==> config.mk <==
export PLATFORM = sky130hd
export DESIGN_NAME = dec_to_bin
export DESIGN_NICKNAME = d
export VERILOG_FILES = /design/src/rtl/dec_to_bin.sv
export SDC_FILE = /design/constraint.sdc
export NUM_CORES = 1
export LEC_CHECK = 0
export CAP_MARGIN = 30
export CORE_MARGIN = 3
export CORE_UTILIZATION = 51
export CTS_CLUSTER_SIZE = 16
export DETAILED_ROUTE_END_ITERATION = 7
export MAX_ROUTING_LAYER = met4
export PLACE_DENSITY = 0.77
export SYNTH_ARGS = -nofsm -noshare
export SYNTH_HDL_FRONTEND = slang
export SYNTH_SLANG_ARGS = --single-unit
==> constraint.sdc <==
create_clock -name clk_i -period 4 [get_ports clk_i]
set_clock_uncertainty 0.2 [all_clocks]
set_input_delay 1.2 -clock clk_i [delete_from_list [all_inputs] [get_ports clk_i]]
set_output_delay 1.2 -clock clk_i [all_outputs]
set_load 0.02 [all_outputs]
==> src/rtl/dec_to_bin.sv <==
// Sequential BCD-to-binary converter: one digit per clock, most significant first,
// accumulating acc*10 + digit. Invalid digits are flagged and oversized results saturate.
module dec_to_bin #(
  parameter int NUM_DIGITS = 6,
  parameter int OUT_W      = 18
) (
  input  logic                    clk_i,
  input  logic                    rst_i,
  input  logic                    start_i,
  input  logic [4*NUM_DIGITS-1:0] bcd_in_i,
  output logic [OUT_W-1:0]        bin_18_o,
  output logic                    busy_o,
  output logic                    done_o,
  output logic                    err_o,
  output logic                    ovf_o
);

  localparam int ACC_W = 4 * NUM_DIGITS;
  localparam int CNT_W = (NUM_DIGITS > 1) ? $clog2(NUM_DIGITS) : 1;
  localparam logic [CNT_W-1:0] LAST_IDX = CNT_W'(NUM_DIGITS - 1);

  typedef enum logic [1:0] {
    IDLE,
    CONV,
    DONE
  } state_e;

  state_e            state_q, state_d;
  logic [ACC_W-1:0]  shadow_q, shadow_d;
  logic [ACC_W-1:0]  acc_q, acc_d;
  logic [CNT_W-1:0]  digitCnt_q, digitCnt_d;
  logic              invalid_q, invalid_d;
  logic [OUT_W-1:0]  bin_q, bin_d;
  logic              err_q, err_d;
  logic              ovf_q, ovf_d;

  logic [ACC_W-1:0]  shiftedShadow;
  logic [3:0]        digit;
  logic [ACC_W-1:0]  accNext;
  logic              invalidNext;
  logic              tooBig;

  // Current digit is picked from the latched copy, so bcd_in changes mid-conversion are ignored.
  assign shiftedShadow = shadow_q >> {digitCnt_q, 2'b00};
  assign digit         = shiftedShadow[3:0];
  assign accNext       = (acc_q << 3) + (acc_q << 1) + ACC_W'(digit);
  assign invalidNext   = invalid_q | (digit > 4'd9);
  assign tooBig        = (accNext >> OUT_W) != '0;

  always_comb begin
    state_d    = state_q;
    shadow_d   = shadow_q;
    acc_d      = acc_q;
    digitCnt_d = digitCnt_q;
    invalid_d  = invalid_q;
    bin_d      = bin_q;
    err_d      = err_q;
    ovf_d      = ovf_q;

    case (state_q)
      IDLE, DONE: begin
        if (start_i) begin
          state_d    = CONV;
          shadow_d   = bcd_in_i;
          acc_d      = '0;
          digitCnt_d = LAST_IDX;
          invalid_d  = 1'b0;
        end else begin
          state_d = IDLE;
        end
      end
      CONV: begin
        acc_d      = accNext;
        invalid_d  = invalidNext;
        digitCnt_d = digitCnt_q - 1'b1;
        // Result registers load only on the edge that consumes digit 0.
        if (digitCnt_q == '0) begin
          state_d = DONE;
          if (invalidNext) begin
            bin_d = '0;
            err_d = 1'b1;
            ovf_d = 1'b0;
          end else if (tooBig) begin
            bin_d = '1;
            err_d = 1'b0;
            ovf_d = 1'b1;
          end else begin
            bin_d = OUT_W'(accNext);
            err_d = 1'b0;
            ovf_d = 1'b0;
          end
        end
      end
      default: state_d = IDLE;
    endcase
  end

  always_ff @(posedge clk_i) begin
    if (rst_i) begin
      state_q    <= IDLE;
      shadow_q   <= '0;
      acc_q      <= '0;
      digitCnt_q <= '0;
      invalid_q  <= 1'b0;
      bin_q      <= '0;
      err_q      <= 1'b0;
      ovf_q      <= 1'b0;
    end else begin
      state_q    <= state_d;
      shadow_q   <= shadow_d;
      acc_q      <= acc_d;
      digitCnt_q <= digitCnt_d;
      invalid_q  <= invalid_d;
      bin_q      <= bin_d;
      err_q      <= err_d;
      ovf_q      <= ovf_d;
    end
  end

  assign busy_o   = (state_q == CONV);
  assign done_o   = (state_q == DONE);
  assign bin_18_o = bin_q;
  assign err_o    = err_q;
  assign ovf_o    = ovf_q;

endmodule

After elaboration in Yosys (flattened, before gate mapping)
Cells that the tools add are included.
{ "totals": {"mem_count": 0, "wordCells": 40, "register_bits": 73, "latch_bits": 0, "in_bits": 27, "mem_bits_rw": 0, "output_inout_bits": 22, "romBits": 0} }
{ "op_classes": {"n_eq_ne": 4, "n_mux": 14, "n_bitwise": 1, "n_lt_le_gt_ge": 1, "reduce_logical": 8, "n_shift": 1, "multipliers": 0, "div": 0, "add_sub_neg": 3} }
{ "op_table": {"columns": ["op", "n"], "rows": [
  ["$pmux W23 S2", 1],
  ["$mux W18", 2],
  ["$add A24 B24 Y24", 1],
  ["$add A24 B4 Y24", 1],
  ["$reduce_bool A24 Y1", 1],
  ["$shr A24 B5 Y4", 1],
  ["$mux W23", 1],
  ["$pmux W3 S2", 1],
  ["$reduce_and A2 Y1", 3],
  ["$mux W1", 5],
  ["$gt A4 B4 Y1 const B", 1],
  ["$pmux W2 S2", 1],
  ["$logic_not A3 Y1", 1],
  ["$mux W3", 1],
  ["$sub A3 B1 Y3 const B", 1],
  ["$eq A2 B1 Y1 const B", 1],
  ["$eq A2 B2 Y1 const B", 1],
  ["$logic_not A2 Y1", 1],
  ["$mux W2", 1],
  ["$ne A2 B1 Y1 const B", 1],
  ["$ne A2 B2 Y1 const B", 1],
  ["$pmux W1 S2", 1],
  ["$reduce_bool A2 Y1", 1],
  ["$reduce_or A2 Y1", 1],
  ["$or A1 B1 Y1", 1]
]} }

Logic depth before layout (Yosys ltp)
{ "depth": {"depth_word": 5, "ltp_mapped": 17, "mapped_depth_nobuf": 15} }

Worst setup path after synthesis
No wires, ideal clock.
{ "synth_path": {"kind": "reg-to-reg", "from": "reg digitCnt_q[0]", "to": "reg bin_q[10] (netlist: bin_18_o[10])", "period_less_slack_ns": 4.177, "setup_ns": 0.140, "t_arrival_ns": 3.837, "setup_slack_ns": -0.177, "n_path_buf": 2, "t_required_ns": 3.660, "path_stages_with_launch": 15, "path_cell_list": "dfxtp_1 -> buf_2 -> mux4_2 -> a21oi_1 -> fa_1 -> fa_1 -> nor2b_1 -> o31a_1 -> o21ai_2 -> a21oi_2 -> a31oi_4 -> xnor2_1 -> nor4_4 -> buf_6 -> a32oi_1"} }
{ "synth_between": {"elab_chain_len": 5, "word_cells_on_any_way": 9, "cone_classes": "add/sub (1); order compare (1); shift (1); mux (2); bitwise (1); reduce/logical (3)"} }
{ "synth_rtl": {"columns": ["item", "line", "rtl"], "rows": [
  ["start: declaration", "31", "logic [CNT_W-1:0] digitCnt_q, digitCnt_d;"],
  ["start signal: assignment", "112", "digitCnt_q <= digitCnt_d;"],
  ["$shr A24 B5 Y4", "44", "assign shiftedShadow = shadow_q >> {digitCnt_q, 2'b00};"],
  ["$add A24 B4 Y24", "46", "assign accNext = (acc_q << 3) + (acc_q << 1) + ACC_W'(digit);"],
  ["$reduce_bool A24 Y1", "48", "assign tooBig = (accNext >> OUT_W) != '0;"],
  ["$mux W18", "83", "end else if (tooBig) begin"],
  ["$mux W18", "79", "if (invalidNext) begin"],
  ["end signal: assignment", "114", "bin_q <= bin_d;"],
  ["end: declaration", "33", "logic [OUT_W-1:0] bin_q, bin_d;"]
]} }
Parallel ways exist; a longest one is shown, timed or not.
A chain may end at the register's enable or synchronous reset.

Worst setup path in the final report
{ "layout_path": {"from": "reg digitCnt_q[0]", "to": "reg bin_q[5] (netlist: bin_18_o[5])"} }
Same word-level chain as after synthesis.

==> flow_summary.toml <==
[grt]
grt_util_all_layers = 0.2230
antenna_found_initial = 0
first_global_vias = 3741
global_route_wire_length_before_repair_um = 17190
aggregate_global_routing_overflow = 0
grt_max_degree = 51

[power]
power.share.clock = 0.401
cell_internal_pwr_mw = 1.210
seq_power_share = 0.470
power.share.switching = 0.2589
combinationalPowerShare = 0.129
ir_worst_vdd_uv = 175.3
p_leak_nw = 2.136
p_per_area_nw_per_um2 = 314.6
power.switching_mw = 0.4225

[die]
top_level_ports = 49
floorplan.die.width_um = 97.20
floorplan.initialDensity = 0.5378
core_area_um2 = 7888
core.rowCount = 32
die_h_um = 97.20
die-area_um2 = 9447

[placed_design]
hpwlAfterDp_um = 7254
place_congestion = 0.9028
detailedPlace.worstSlack_ns = -0.08455
port-buffer-count = 48
postPlaceCellArea_um2 = 4850

[setup_path]
worst-endpoint-required_ns = 4.03
rr_startpoint = "digitCnt_q[0]$_SDFFE_PP0P_"
setup.worst_path.end_class = "register"
crit_path_max_fanout = 15
critical_path.reg2reg.endpoint = "bin_18_o[5]$_SDFFE_PP0P_"
ff2ff_path_depth = 14
worst_setup_path_start_kind = "register"
critPathKind = "reg2reg"
reg2reg_setup_slack_ns = 0.08
critical_path_arrival_ns = 3.95

[logic_synthesis]
synth.distinct_cells = 54
synth_largest_type_area_fraction = 0.3445
synth.top_cells.by_area = "sky130_fd_sc_hd__dfxtp_1 34%, sky130_fd_sc_hd__ha_1 13%, sky130_fd_sc_hd__nand2_1 7.4%"
synthesis.area_um2 = 4242
synth_nets = 567
ys_warn_count = 0
async_reset_ff_frac = 0
synth.ff_latch_count = 73
synthMostInstantiatedCell = "sky130_fd_sc_hd__nand2_1"
synthCells = 494
postSynthAreaPerCell_um2 = 8.586
cell_taking_the_most_area_after_synthesis = "sky130_fd_sc_hd__dfxtp_1"
post_synth_most_frequent_cells = "84 x sky130_fd_sc_hd__nand2_1, 73 x sky130_fd_sc_hd__dfxtp_1, 59 x sky130_fd_sc_hd__a21oi_1, 44 x sky130_fd_sc_hd__ha_1, 39 x sky130_fd_sc_hd__nor2_1"
yosys_most_used_dff = "sky130_fd_sc_hd__dfxtp_1"
synth-edff-count = 0
synth.yosys.seq_area_share = 0.3445

[detailed_routing]
vias_per_inst = 5.843
drtAntennaViolNets = 0
drt_wl_total_um = 10140
route.detailed.wl_per_inst_um = 15.63
drtPass1Iterations = 4
drc_errors = 0
detail_route.iter0.violations = 180
detailroute.via_count = 3792

[sta]
unrepaired_setup_endpoints_after_global_routing = "yes"
finalHoldViolations = 0
timing_max_transition_violations_final = 0
maxClockFrequency_ghz = 0.2551
timing.slew.headroom = 0.3892
period_minus_slack_ns = 3.921
setup-violations-final = 0
fin_ws_ns = 0.07932
tns_ns = 0
actual_slew_at_the_worst_max_slew_pin_ns = 0.9162
period_share = 0.9802

[worst_hold_path]
hp-start = "shadow_q[5]$_SDFFE_PP0P_"
timing.hold.worst_path_depth = 2
min_to = "shadow_q[5]$_SDFFE_PP0P_"
hp-class = "reg2reg"

[layout]
postLayoutCoreUtil = 0.6577
finalInstanceArea_um2 = 5187
fillers = 628
regArea_um2 = 1465
n_antenna_cell = 0
drive_above_1_share = 0.1152
multi_input_comb_area_um2 = 2683
area_growth_from_synthesis_to_final_layout_pct = 22.30
nNetsFinal = 615

[clocking]
clock_tree.root_cell = "sky130_fd_sc_hd__clkbuf_8"
cts_num_sinks = 73
clkLatencyLatePin_ns = 0.34
clkSlewWorstSetupHoldPaths_ns = 0.08
clock_tree_from_tritoncts = "done"
clock_path_buffers = 2
ctsHtreeMaxLevel = 3
tritoncts.num_buffers = 9

[run]
cap_violations = 0

[run_status]
outcome = "finished, final reports clean"
flip-flops by register name, indices dropped and copies added, names as in the netlist:
signal / count
acc_q: 23
bin_18_o: 18
digitCnt_q: 3
err_o: 1
invalid_q: 1
ovf_o: 1
shadow_q: 24
state_q: 2
power by group through the flow:
stage,sequential [mW],combinational (mW),clock [mW]
after CTS,0.767,0.204,0.668
after global routing,0.770,0.233,0.696
after detailed placement,0.783,0.202,0
after global placement,0.783,0.197,0
final,0.767,0.211,0.654
after floorplan,0.779,0.130,0
logic make-up after synthesis:
logic type,after synthesis,synth area share
and+or+nand+nor,158,0.1649
AOI/OAI and AO/OA,147,0.2363
DFF,73,0.3445
muxes,9,0.03304
adders and majority gates,46,0.1392
xor gates and xnor gates,20,0.04130
buffers and inverters,41,0.04071
cell usage in the layout (no fill, tap or decap), types with 3 or more instances in the layout:
cell and n:
sky130_fd_sc_hd__a32oi_1 13, sky130_fd_sc_hd__xor2_1 9, sky130_fd_sc_hd__clkbuf_8 10, sky130_fd_sc_hd__xnor2_1 10, sky130_fd_sc_hd__a31oi_1 5, sky130_fd_sc_hd__o21ai_1 3, sky130_fd_sc_hd__and3b_1 3, sky130_fd_sc_hd__clkdlybuf4s50_1 47
sky130_fd_sc_hd__nor2b_1 4, sky130_fd_sc_hd__inv_1 10, sky130_fd_sc_hd__a21oi_1 57, sky130_fd_sc_hd__dfxtp_1 72, sky130_fd_sc_hd__buf_4 15, sky130_fd_sc_hd__a22oi_1 24, sky130_fd_sc_hd__nand3_1 4, sky130_fd_sc_hd__nand2b_1 4
sky130_fd_sc_hd__ha_1 43, sky130_fd_sc_hd__nor3_1 6, sky130_fd_sc_hd__nor2_1 38, sky130_fd_sc_hd__mux2i_1 5, sky130_fd_sc_hd__o21a_1 3, sky130_fd_sc_hd__a21o_1 8, sky130_fd_sc_hd__mux4_2 4, sky130_fd_sc_hd__a21oi_2 4
sky130_fd_sc_hd__nand2_1 84, sky130_fd_sc_hd__o21ai_0 6
routing by layer:
metal	track usage	vias to the layer above	wire [um]
met5	-	-	0
met4	0.05940	0	78
met3	0.04738	6	582
met2	0.3604	90	4904
met1	0.2844	1818	4578
li1	-	1878	-
worst max-delay path by stage:
stage                               start  cells after the start                         to  slack [ns]
6_report       digitCnt_q[0]$_SDFFE_PP0P_                     14   bin_18_o[5]$_SDFFE_PP0P_        0.08
2_1_floorplan  digitCnt_q[0]$_SDFFE_PP0P_                     15  bin_18_o[10]$_SDFFE_PP0P_       0.002
3_5_place_dp   digitCnt_q[0]$_SDFFE_PP0P_                     14   bin_18_o[9]$_SDFFE_PP0P_       -0.08
5_1_grt        digitCnt_q[0]$_SDFFE_PP0P_                     14  bin_18_o[11]$_SDFFE_PP0P_       -0.08
4_1_cts        digitCnt_q[0]$_SDFFE_PP0P_                     13   bin_18_o[9]$_SDFFE_PP0P_        0.01
3_3_place_gp   digitCnt_q[0]$_SDFFE_PP0P_                     14   bin_18_o[5]$_SDFFE_PP0P_       0.004
layout make-up:
type,instances,area share
well taps,102,0.02460
clock buffers,10,0.02653
flip-flops and latches,73,0.2824
clock inverters,6,0.01737
multi-input cells,380,0.5171
inverters,12,0.008683
repair buffers,66,0.1233
worst max-delay path, cell delays in order (launching register included):
cell                        delay [ns]
sky130_fd_sc_hd__dfxtp_4          0.37
sky130_fd_sc_hd__mux4_2           0.51
sky130_fd_sc_hd__a21oi_2          0.19
sky130_fd_sc_hd__fa_1             0.49
sky130_fd_sc_hd__inv_2            0.10
sky130_fd_sc_hd__ha_4             0.13
sky130_fd_sc_hd__a21oi_2          0.05
sky130_fd_sc_hd__nand4b_1         0.19
sky130_fd_sc_hd__a21o_1           0.24
sky130_fd_sc_hd__a2111oi_4        0.38
sky130_fd_sc_hd__o21a_1           0.20
sky130_fd_sc_hd__o221ai_2         0.13
sky130_fd_sc_hd__nor4_4           0.31
sky130_fd_sc_hd__buf_12           0.19
sky130_fd_sc_hd__a32oi_1          0.11
what timing repair did:
action / CTS / global route
gates resized for setup: 3 / 18
hold buffers: 0 / 0
setup buffers: 2 / 2
hold endpoints to repair: 0 / 0
setup endpoints to repair: 20 / 22
pin swaps: 4 / 6
stage by stage:
stage	hold WS (ns)	instances	total power, mW
CTS	0.2589	647	1.639
global placement	0.2453	629	0.9800
finish	0.2575	649	1.632
detailed placement	0.2472	629	0.9855
global route	0.2843	649	1.699
floorplan	0.2331	494	0.9084
Note: power is estimated with default switching activity, not from simulation.
